File: src/rtl/xge_wb_pkg.sv
// Shared constants and types for the 10GE MAC Wishbone register block.
package xge_wb_pkg;

    // Default number of interrupt sources
    localparam int N_INT_DEF = 9;

    // Register byte addresses
    localparam logic [7:0] ADR_CONFIG   = 8'h00;
    localparam logic [7:0] ADR_INT_PEND = 8'h08;
    localparam logic [7:0] ADR_INT_STAT = 8'h0C;
    localparam logic [7:0] ADR_INT_MASK = 8'h10;
    localparam logic [7:0] ADR_TX_CNT   = 8'h20;
    localparam logic [7:0] ADR_RX_CNT   = 8'h24;

    // Interrupt source bit positions
    localparam int INT_FRAG_ERR     = 0;
    localparam int INT_CRC_ERR      = 1;
    localparam int INT_PAUSE        = 2;
    localparam int INT_LOCAL_FAULT  = 3;
    localparam int INT_REMOTE_FAULT = 4;
    localparam int INT_RXF_OVF      = 5;
    localparam int INT_RXF_UNF      = 6;
    localparam int INT_TXF_OVF      = 7;
    localparam int INT_TXF_UNF      = 8;

    typedef logic [N_INT_DEF-1:0] int_vec_t;

    // Word index of a byte address; the two low bits are ignored
    function automatic logic [5:0] reg_idx(input logic [7:0] adr);
        return adr[7:2];
    endfunction

endpackage

File: src/rtl/xge_sat_cnt.sv
// Saturating event counter with clear; an increment on the clear edge leaves 1.
module xge_sat_cnt #(
    parameter int WIDTH = 32
) (
    input  logic             clk,
    input  logic             rst,
    input  logic             inc,
    input  logic             clr,
    output logic [WIDTH-1:0] count
);

    logic [WIDTH-1:0] count_r;

    // Count pulses, hold at all-ones, clear on request (increment survives clear)
    always_ff @(posedge clk) begin
        if (rst) begin
            count_r <= {WIDTH{1'b0}};
        end else if (clr) begin
            count_r <= {{(WIDTH-1){1'b0}}, inc};
        end else if (inc && (count_r != {WIDTH{1'b1}})) begin
            count_r <= count_r + {{(WIDTH-1){1'b0}}, 1'b1};
        end else begin
            count_r <= count_r;
        end
    end

    assign count = count_r;

endmodule

File: src/rtl/xge_wb_regs.sv
// Wishbone classic slave register file for the 10GE MAC: configuration,
// interrupt pending/mask/status and frame statistics counters.
module xge_wb_regs
    import xge_wb_pkg::*;
#(
    parameter int ADDR_W    = 8,
    parameter int DATA_W    = 32,
    parameter int N_INT     = N_INT_DEF,
    parameter bit TX_EN_RST = 1'b1
) (
    input  logic              wb_clk_i,
    input  logic              wb_rst_i,
    input  logic [ADDR_W-1:0] wb_adr_i,
    input  logic              wb_cyc_i,
    input  logic              wb_stb_i,
    input  logic              wb_we_i,
    input  logic [DATA_W-1:0] wb_dat_i,
    output logic [DATA_W-1:0] wb_dat_o,
    output logic              wb_ack_o,
    output logic              wb_int_o,
    input  logic [N_INT-1:0]  int_evt_i,
    input  logic [N_INT-1:0]  int_lvl_i,
    input  logic              tx_frame_i,
    input  logic              rx_frame_i,
    output logic              cfg_tx_enable_o
);

    logic              ack_r;
    logic [DATA_W-1:0] dat_r;
    logic              int_r;
    logic              cfg_tx_en_r;
    logic [N_INT-1:0]  pend_r;
    logic [N_INT-1:0]  mask_r;

    logic              acc_s;
    logic              wr_s;
    logic              rd_s;
    logic              hit_cfg_s;
    logic              hit_pend_s;
    logic              hit_mask_s;
    logic              hit_tx_s;
    logic              hit_rx_s;
    logic [DATA_W-1:0] rd_data_s;
    logic [31:0]       tx_cnt_s;
    logic [31:0]       rx_cnt_s;
    logic              clr_pend_s;
    logic              clr_tx_s;
    logic              clr_rx_s;
    logic              bus_unused_s;

    // A new access is accepted only when no acknowledge is outstanding
    assign acc_s = wb_cyc_i & wb_stb_i & ~ack_r;
    assign wr_s  = acc_s & wb_we_i;
    assign rd_s  = acc_s & ~wb_we_i;

    // Address bits outside [7:2] and write data above the widest field are don't-care
    assign bus_unused_s = ^{wb_adr_i, wb_dat_i};

    // Address decode and read-data multiplexer
    always_comb begin
        hit_cfg_s  = 1'b0;
        hit_pend_s = 1'b0;
        hit_mask_s = 1'b0;
        hit_tx_s   = 1'b0;
        hit_rx_s   = 1'b0;
        rd_data_s  = {DATA_W{1'b0}};
        case (reg_idx(wb_adr_i[7:0]))
            reg_idx(ADR_CONFIG): begin
                hit_cfg_s = 1'b1;
                rd_data_s = {{(DATA_W-1){1'b0}}, cfg_tx_en_r};
            end
            reg_idx(ADR_INT_PEND): begin
                hit_pend_s = 1'b1;
                rd_data_s  = {{(DATA_W-N_INT){1'b0}}, pend_r};
            end
            reg_idx(ADR_INT_STAT): begin
                rd_data_s = {{(DATA_W-N_INT){1'b0}}, int_lvl_i};
            end
            reg_idx(ADR_INT_MASK): begin
                hit_mask_s = 1'b1;
                rd_data_s  = {{(DATA_W-N_INT){1'b0}}, mask_r};
            end
            reg_idx(ADR_TX_CNT): begin
                hit_tx_s  = 1'b1;
                rd_data_s = tx_cnt_s;
            end
            reg_idx(ADR_RX_CNT): begin
                hit_rx_s  = 1'b1;
                rd_data_s = rx_cnt_s;
            end
            default: begin
                rd_data_s = {DATA_W{1'b0}};
            end
        endcase
    end

    // Clear-on-read strobes only fire for reads, never for writes
    assign clr_pend_s = rd_s & hit_pend_s;
    assign clr_tx_s   = rd_s & hit_tx_s;
    assign clr_rx_s   = rd_s & hit_rx_s;

    // Single-cycle acknowledge and registered read data (zero when not acking)
    always_ff @(posedge wb_clk_i) begin
        if (wb_rst_i) begin
            ack_r <= 1'b0;
            dat_r <= {DATA_W{1'b0}};
        end else begin
            ack_r <= acc_s;
            dat_r <= rd_s ? rd_data_s : {DATA_W{1'b0}};
        end
    end

    // Writable configuration and interrupt mask
    always_ff @(posedge wb_clk_i) begin
        if (wb_rst_i) begin
            cfg_tx_en_r <= TX_EN_RST;
            mask_r      <= {N_INT{1'b0}};
        end else begin
            if (wr_s && hit_cfg_s) begin
                cfg_tx_en_r <= wb_dat_i[0];
            end
            if (wr_s && hit_mask_s) begin
                mask_r <= wb_dat_i[N_INT-1:0];
            end
        end
    end

    // Pending bits: sticky on events, cleared by read, a coincident event wins
    always_ff @(posedge wb_clk_i) begin
        if (wb_rst_i) begin
            pend_r <= {N_INT{1'b0}};
        end else if (clr_pend_s) begin
            pend_r <= int_evt_i;
        end else begin
            pend_r <= pend_r | int_evt_i;
        end
    end

    // Level interrupt to the host, one cycle behind pending/mask
    always_ff @(posedge wb_clk_i) begin
        if (wb_rst_i) begin
            int_r <= 1'b0;
        end else begin
            int_r <= |(pend_r & mask_r);
        end
    end

    xge_sat_cnt #(.WIDTH(32)) u_tx_cnt (
        .clk   (wb_clk_i),
        .rst   (wb_rst_i),
        .inc   (tx_frame_i),
        .clr   (clr_tx_s),
        .count (tx_cnt_s)
    );

    xge_sat_cnt #(.WIDTH(32)) u_rx_cnt (
        .clk   (wb_clk_i),
        .rst   (wb_rst_i),
        .inc   (rx_frame_i),
        .clr   (clr_rx_s),
        .count (rx_cnt_s)
    );

    assign wb_ack_o        = ack_r;
    assign wb_dat_o        = dat_r;
    assign wb_int_o        = int_r;
    assign cfg_tx_enable_o = cfg_tx_en_r;

endmodule
File: config.mk
export PLATFORM = sky130hd
export DESIGN_NAME = xge_wb_regs
export DESIGN_NICKNAME = d
export VERILOG_FILES = /design/src/rtl/xge_wb_pkg.sv /design/src/rtl/xge_sat_cnt.sv /design/src/rtl/xge_wb_regs.sv
export SDC_FILE = /design/constraint.sdc
export NUM_CORES = 1
export LEC_CHECK = 0
export CAP_MARGIN = 20
export CORE_MARGIN = 2
export CORE_UTILIZATION = 34
export CTS_BUF_LIST = sky130_fd_sc_hd__clkbuf_8
export CTS_CLUSTER_DIAMETER = 40
export DETAILED_ROUTE_END_ITERATION = 8
export MAX_ROUTING_LAYER = met4
export SYNTH_ARGS = -nofsm -noshare
export SYNTH_HDL_FRONTEND = slang
export SYNTH_SLANG_ARGS = --single-unit
File: constraint.sdc
create_clock -name wb_clk_i -period 2.2 [get_ports wb_clk_i]
set_input_delay 0.33 -clock wb_clk_i [delete_from_list [all_inputs] [get_ports wb_clk_i]]
set_output_delay 0.33 -clock wb_clk_i [all_outputs]
set_load 0.1 [all_outputs]
After elaboration in Yosys (flattened, before gate mapping)

Index checks and enable logic that the tools add are counted.

Register bits after elaboration: 117
Input bits: 65
Output and inout port bits: 35
Logic and storage cells: 53

$add $sub $neg: 2
Eq/ne operators: 7
Mux-type cells: 11
Bitwise gates (word level): 12
Reductions and logical operators: 11

Operator list:

| operator                                                        | count |
|---|---|
| 32-bit one-hot mux with 6 select lines                          | 1 |
| 32-bit by 1-bit adder with 32-bit output, second input constant | 2 |
| 32-bit inequality test, second input constant                   | 2 |
| 6-bit by 2-bit == test with 1-bit output, second input constant | 2 |
| 6-bit by 4-bit == test with 1-bit output, second input constant | 2 |
| 9-bit bitwise AND                                               | 1 |
| 1-bit two-way mux                                               | 9 |
| 9-bit two-way mux                                               | 1 |
| 9-bit OR                                                        | 1 |
| 9-bit OR reduction                                              | 1 |
| 1-bit bitwise AND                                               | 7 |
| 6-bit by 3-bit == test with 1-bit output, second input constant | 1 |
| 6-bit logical NOT                                               | 1 |
| 2-bit OR reduction                                              | 3 |
| 1-bit logical AND                                               | 4 |
| 2-bit nonzero test                                              | 2 |
| 1-bit inverter                                                  | 3 |

Logic depth before layout (Yosys ltp)

Depth in word-level cells: 5
Gate-level depth with buffers: 8
Mapped depth without buffers: 6

By module

Synthesis repeated with hierarchy kept, for this count alone.

Cell total of the unflattened synthesis: 657
Area total of the unflattened synthesis: 5,778.0 µm²

Modules (own cells, without submodules):

| module      | times used | cells each | area each (µm²) | seq. area each (µm²) |
|---|---|---|---|---|
| xge_sat_cnt | 2          | 209        | 1,719.1         | 640.6 |
| xge_wb_regs | 1          | 239        | 2,339.7         | 1,061.0 |

Worst setup path before layout

No wires, ideal clock.

Kind: flip-flop to flip-flop
From: register u_tx_cnt.count_r[5] (netlist: u_tx_cnt.count[5])
To: register u_tx_cnt.count_r[31] (netlist: u_tx_cnt.count[31])
Setup time: 70 ps
Arrival: 2,242 ps
Required time: 2,130 ps
Slack: -112 ps
Stages on the path, launching flop included: 7
Buffers on the path: 1
Period minus slack after synthesis: 2,312 ps
Cell sequence: dfxtp_1 > nand4_2 > or4_1 > or4_1 > buf_2 > or4_1 > a21oi_1

Word-level cells in the longest chain between the ends: 2
Elaborated cells on any way between the ends: 3
Classes of those cells: add/sub (1); eq/ne (1); reduce/logical (1)

RTL lines:

| item                                                                             | RTL line          | source |
|---|---|---|
| from (decl)                                                                      | xge_sat_cnt.sv:12 | `logic [WIDTH-1:0] count_r;` |
| from (signal assigned)                                                           | xge_sat_cnt.sv:17 | `count_r <= {WIDTH{1'b0}};` |
| from (signal assigned)                                                           | xge_sat_cnt.sv:19 | `count_r <= {{(WIDTH-1){1'b0}}, inc};` |
| from (signal assigned)                                                           | xge_sat_cnt.sv:21 | `count_r <= count_r + {{(WIDTH-1){1'b0}}, 1'b1};` |
| branches (longest 2 deep; another with 32-bit by 1-bit adder with 32-bit output) | --                |  |

Several ways; the timed one is not identified.
A chain may end at the register's enable or synchronous reset.

Worst setup path in the final report

From: input port tx_frame_i
To: register u_tx_cnt.count_r[27] (netlist: u_tx_cnt.count[27])

Word-level cells in the longest chain between the ends: 1

RTL lines:

| item                 | RTL line          | source |
|---|---|---|
| from (decl)          | xge_wb_regs.sv:23 | `input logic tx_frame_i,` |
| 1-bit logical AND    | xge_sat_cnt.sv:20 | `end else if (inc && (count_r != {WIDTH{1'b1}})) begin` |
| to (signal assigned) | xge_sat_cnt.sv:19 |  |
| to (signal assigned) | xge_sat_cnt.sv:21 |  |
| to (signal assigned) | xge_sat_cnt.sv:23 | `count_r <= count_r;` |

No other way between the ends.

==> key figures <==
Cells and area
  • Most frequent cells in the layout: buf_4 (116), dfxtp_1 (106), nor2_1 (83)
  • Layout cells sized above 1: 23.22%
  • Number of fill cells in the layout: 1,503
  • Register Area: 0.002361 mm²
  • Area Growth Syn to Fin: 36.74%
  • Area occupied by multi-input gates: 0.003004 mm²
  • Commonest non-fill, non-tap cell in the layout: buf_4
  • N_diodes: 0
  • Fin nets: 855
  • Cell area after layout: 0.007516 mm²

Route
  • Vias per Instance: 5.467
  • Routed WL: 16,810 µm
  • DR WL/cell: 16.53 µm
  • Met2 Wirelength: 8112 µm
  • First drt pass iteration count: 5
  • Post-Route M1 WL: 7706 µm
  • DRC errors left: 0
  • DRT iter0 DRCs: 450
  • Top sig layer: met4
  • Antenna Nets Post-Route: 0
  • Met3 wire length: 651 µm
  • DR vias: 5,560

Critical path
  • Buffers and inverters on the worst path: 1
  • CP max-delay cell: or4_4
  • Kind of start point of the critical path: input port
  • Worst path max stage delay: 0.54 ns
  • Cell Chain, Critical Path: clkdlybuf4s50_1 -> nand3_2 -> or4_4 -> or4_4 -> or4_4 -> a21oi_2
  • Critical Path RT: 2.59 ns
  • Setup CP Type: input port to flip-flop
  • Critical Path Fanout Max: 6
  • Critical Path AT: 2.60 ns
  • Delay-heaviest family, CP: simple AND/OR/NAND/NOR gates
  • Crit-path most repeated cell: or4_4
  • Crit end category: flip-flop

Logic synthesis
  • Mapped Nets: 716
  • FF+latch count, synth: 117
  • Post-Synth Simple-Gate Area: 27.25%
  • Avg Inst Size Synth: 8.469 µm²
  • Synth Area in Adders: 0.4553%
  • Seq/Total Area, Yosys: 42.61%
  • Ys Warns: 0
  • Largest family of logic cells by synthesized area: simple AND/OR/NAND/NOR gates
  • Ys flop type: dfxtp_1
  • Cell Area, Synth: 0.005497 mm²
  • Asr flop ratio synth: 0%
  • Post-synth EDFFs: 0
  • Synth Instances: 649
  • Synth cell types: 60
  • Synth Area in Compound Gates: 19.58%
  • Mux share of post-synthesis cell area: 4.188%
  • Xor/xnor share of the synthesized area: 1.912%

Timing
  • Final Hold Violating Endpoints: 0
  • RSZ-0062 raised after global routing: yes
  • Max Slew Vio Count: 0
  • Crit share post-route: 100.3%
  • Slew HR: 62.75%
  • Fin worst setup slack: -0.007235 ns
  • Achievable Freq: 0.4531 GHz
  • Finish-stage setup viols: 2
  • Min cycle time layout: 2.207 ns
  • Final Skew: 0.007368 ns
  • Setup TNS: -0.009109 ns
  • Worst slew pin tran: 0.5447 ns

Clocking
  • Clk sinks: 117
  • Clock buffer depth: 2
  • H-Tree Depth: 4
  • Root Buffer: clkbuf_8
  • Num CTS Buffers: 17
  • Clk slew on worst S/H paths: 0.07 ns
  • Worst-Skew Late Latency: 0.45 ns
  • CTS tree: done

Floorplanning
  • Die height: 131.1 µm
  • Die W: 131.1 µm
  • Die ar.: 0.01720 mm²
  • Core area: 0.01583 mm²
  • I/O pin count: 100
  • Initial core utilization: 34.73%
  • Cell row count: 46

GRT
  • Largest net degree at the start of global routing: 33
  • Total Routing Usage GR: 20.19%
  • Vias in the first global route: 5,415
  • Initial antenna violation count: 0
  • GR Overflow Total: 0
  • Global-route wire length before repair: 27,240 µm

Pwr
  • Seq pwr share: 43.6%
  • VDD IR max: 0.0003377 V
  • Pleak: 0.002832 µW
  • Tot Pwr: 4943 µW
  • Clock network fraction of total power: 51.1%
  • Sw Pwr: 1069 µW
  • Internal power: 3875 µW
  • Pwr dens: 657.7 mW/mm²
  • Net Sw Frac: 21.62%
  • Logic pwr share: 5.3%

Status
  • Status: finished, violations left
  • Failing checks: negative setup slack

Place
  • DP HPWL: 12,590 µm
  • Post-Place Setup Slack: -0.4765 ns
  • Post-DP Area: 0.006950 mm²
  • I/O Buffers: 74
  • Routability Congestion: 0.8783

Flow run
  • Max-cap viol count: 0

Worst hold path
  • Worst hold path class: input port to flip-flop
[synthesized netlist by cell type (all sizes together), types with 2 or more instances]
| master | instances | share of area, % |
|---|---|---|
| a2111oi | 2 | 0.32 |
| a311oi | 2 | 0.32 |
| a41oi | 3 | 0.48 |
| or4 | 22 | 3.0 |
| or2 | 2 | 0.23 |
| nor3 | 7 | 0.64 |
| a221oi | 10 | 1.6 |
| xnor2 | 9 | 1.4 |
| buf | 9 | 1.3 |
| a31o | 3 | 0.48 |
| a22oi | 24 | 3.3 |
| o21ai | 22 | 2.0 |
| a211oi | 2 | 0.27 |
| dfxtp | 117 | 43 |
| a31oi | 5 | 0.57 |
| inv | 10 | 0.68 |
| xor2 | 3 | 0.48 |
| clkbuf | 30 | 2.0 |
| o21a | 2 | 0.27 |
| and3 | 11 | 1.3 |
| nand2 | 53 | 3.6 |
| a21oi | 55 | 5.0 |
| nor2b | 2 | 0.23 |
| or3 | 17 | 2.0 |
| nor2 | 83 | 5.7 |
| nand2b | 3 | 0.34 |
| nand3b | 3 | 0.41 |
| nand3 | 26 | 2.4 |
| nor4 | 7 | 0.91 |
| o211ai | 5 | 0.68 |
| nor3b | 2 | 0.27 |
| o31ai | 14 | 1.9 |
| nand4 | 18 | 2.3 |
| and2 | 7 | 0.80 |
| mux2i | 23 | 4.2 |
| a41o | 5 | 0.91 |
| and4 | 16 | 2.6 |
| ha | 2 | 0.46 |
[final timing paths]
kind                                                startpoint  slack (ns)                               to  depth (start not counted)
worst max register to register  u_tx_cnt.count[4]$_SDFFE_PP0P_        0.01  u_tx_cnt.count[27]$_SDFFE_PP0P_                          5
worst max-delay path                                tx_frame_i      -0.007  u_tx_cnt.count[27]$_SDFFE_PP0P_                          6
worst min-delay path                              int_evt_i[2]        0.48             pend_r[2]$_SDFF_PP0_                          3
worst min register to register  u_rx_cnt.count[7]$_SDFFE_PP0P_        0.48           wb_dat_o[7]$_SDFF_PP0_                          2
[per-layer routing]
metal,vias up,global-route usage (%)
li1,2719,-
met1,2692,25.03
met2,121,32.95
met3,28,4.128
met4,0,6.763
met5,-,-
[power groups by stage]
stage / Combinational, µW / Clock [µW] / Sequential (µW)
2_1_floorplan: 98.3 / 0 / 2200
3_3_place_gp: 253 / 0 / 2200
3_5_place_dp: 258 / 0 / 2200
4_1_cts: 260 / 2560 / 2150
5_1_grt: 284 / 2650 / 2160
6_report: 262 / 2530 / 2150
[stage by stage]
stage	std cells	hold slack [ns]	util [%]
floorplan	649	0.4455	-
global placement	984	0.4737	43.91
detailed placement	984	0.4789	43.91
CTS	1016	0.4521	47.13
global route	1017	0.4725	47.49
finish	1017	0.4776	47.49
[timing repair]
action                     4_1_cts  5_1_grt
setup endpoints to repair        3       14
hold buffers                     0        0
resized for setup                2       15
pin swaps                        0        6
setup buffers                    0        1
[worst register-to-register path, cell delays in order (launching register included)]
cell	delay [ns]
dfxtp_2	0.34
nand3_2	0.10
or4_4	0.54
or4_4	0.54
or4_4	0.50
a21oi_2	0.12
[kinds of logic (layout without fill, tap and decap cells)]
family | after synthesis | count (layout)
buf+inv | 49 | 201
fa+ha+maj | 2 | 2
flops | 117 | 117
xor+xnor | 12 | 12
compound gates | 163 | 163
simple gates | 283 | 283
mux | 23 | 23
[registers in the layout, summed over array words and instances (netlist names)]
name	count
wb_int_o	1
cfg_tx_enable_o	1
wb_dat_o	32
mask_r	9
pend_r	9
u_tx_cnt.count	32
u_rx_cnt.count	32
wb_ack_o	1
[layout make-up]
type                    instances  area share [%]
inverters                      10          0.4994
multi-input cells             483           39.97
clock inverters                14           3.379
clock buffers                  18           3.296
flip-flops and latches        117           31.41
repair buffers                159           17.85
well taps                     216           3.596
No activity file was read; power rests on OpenSTA's default activity.
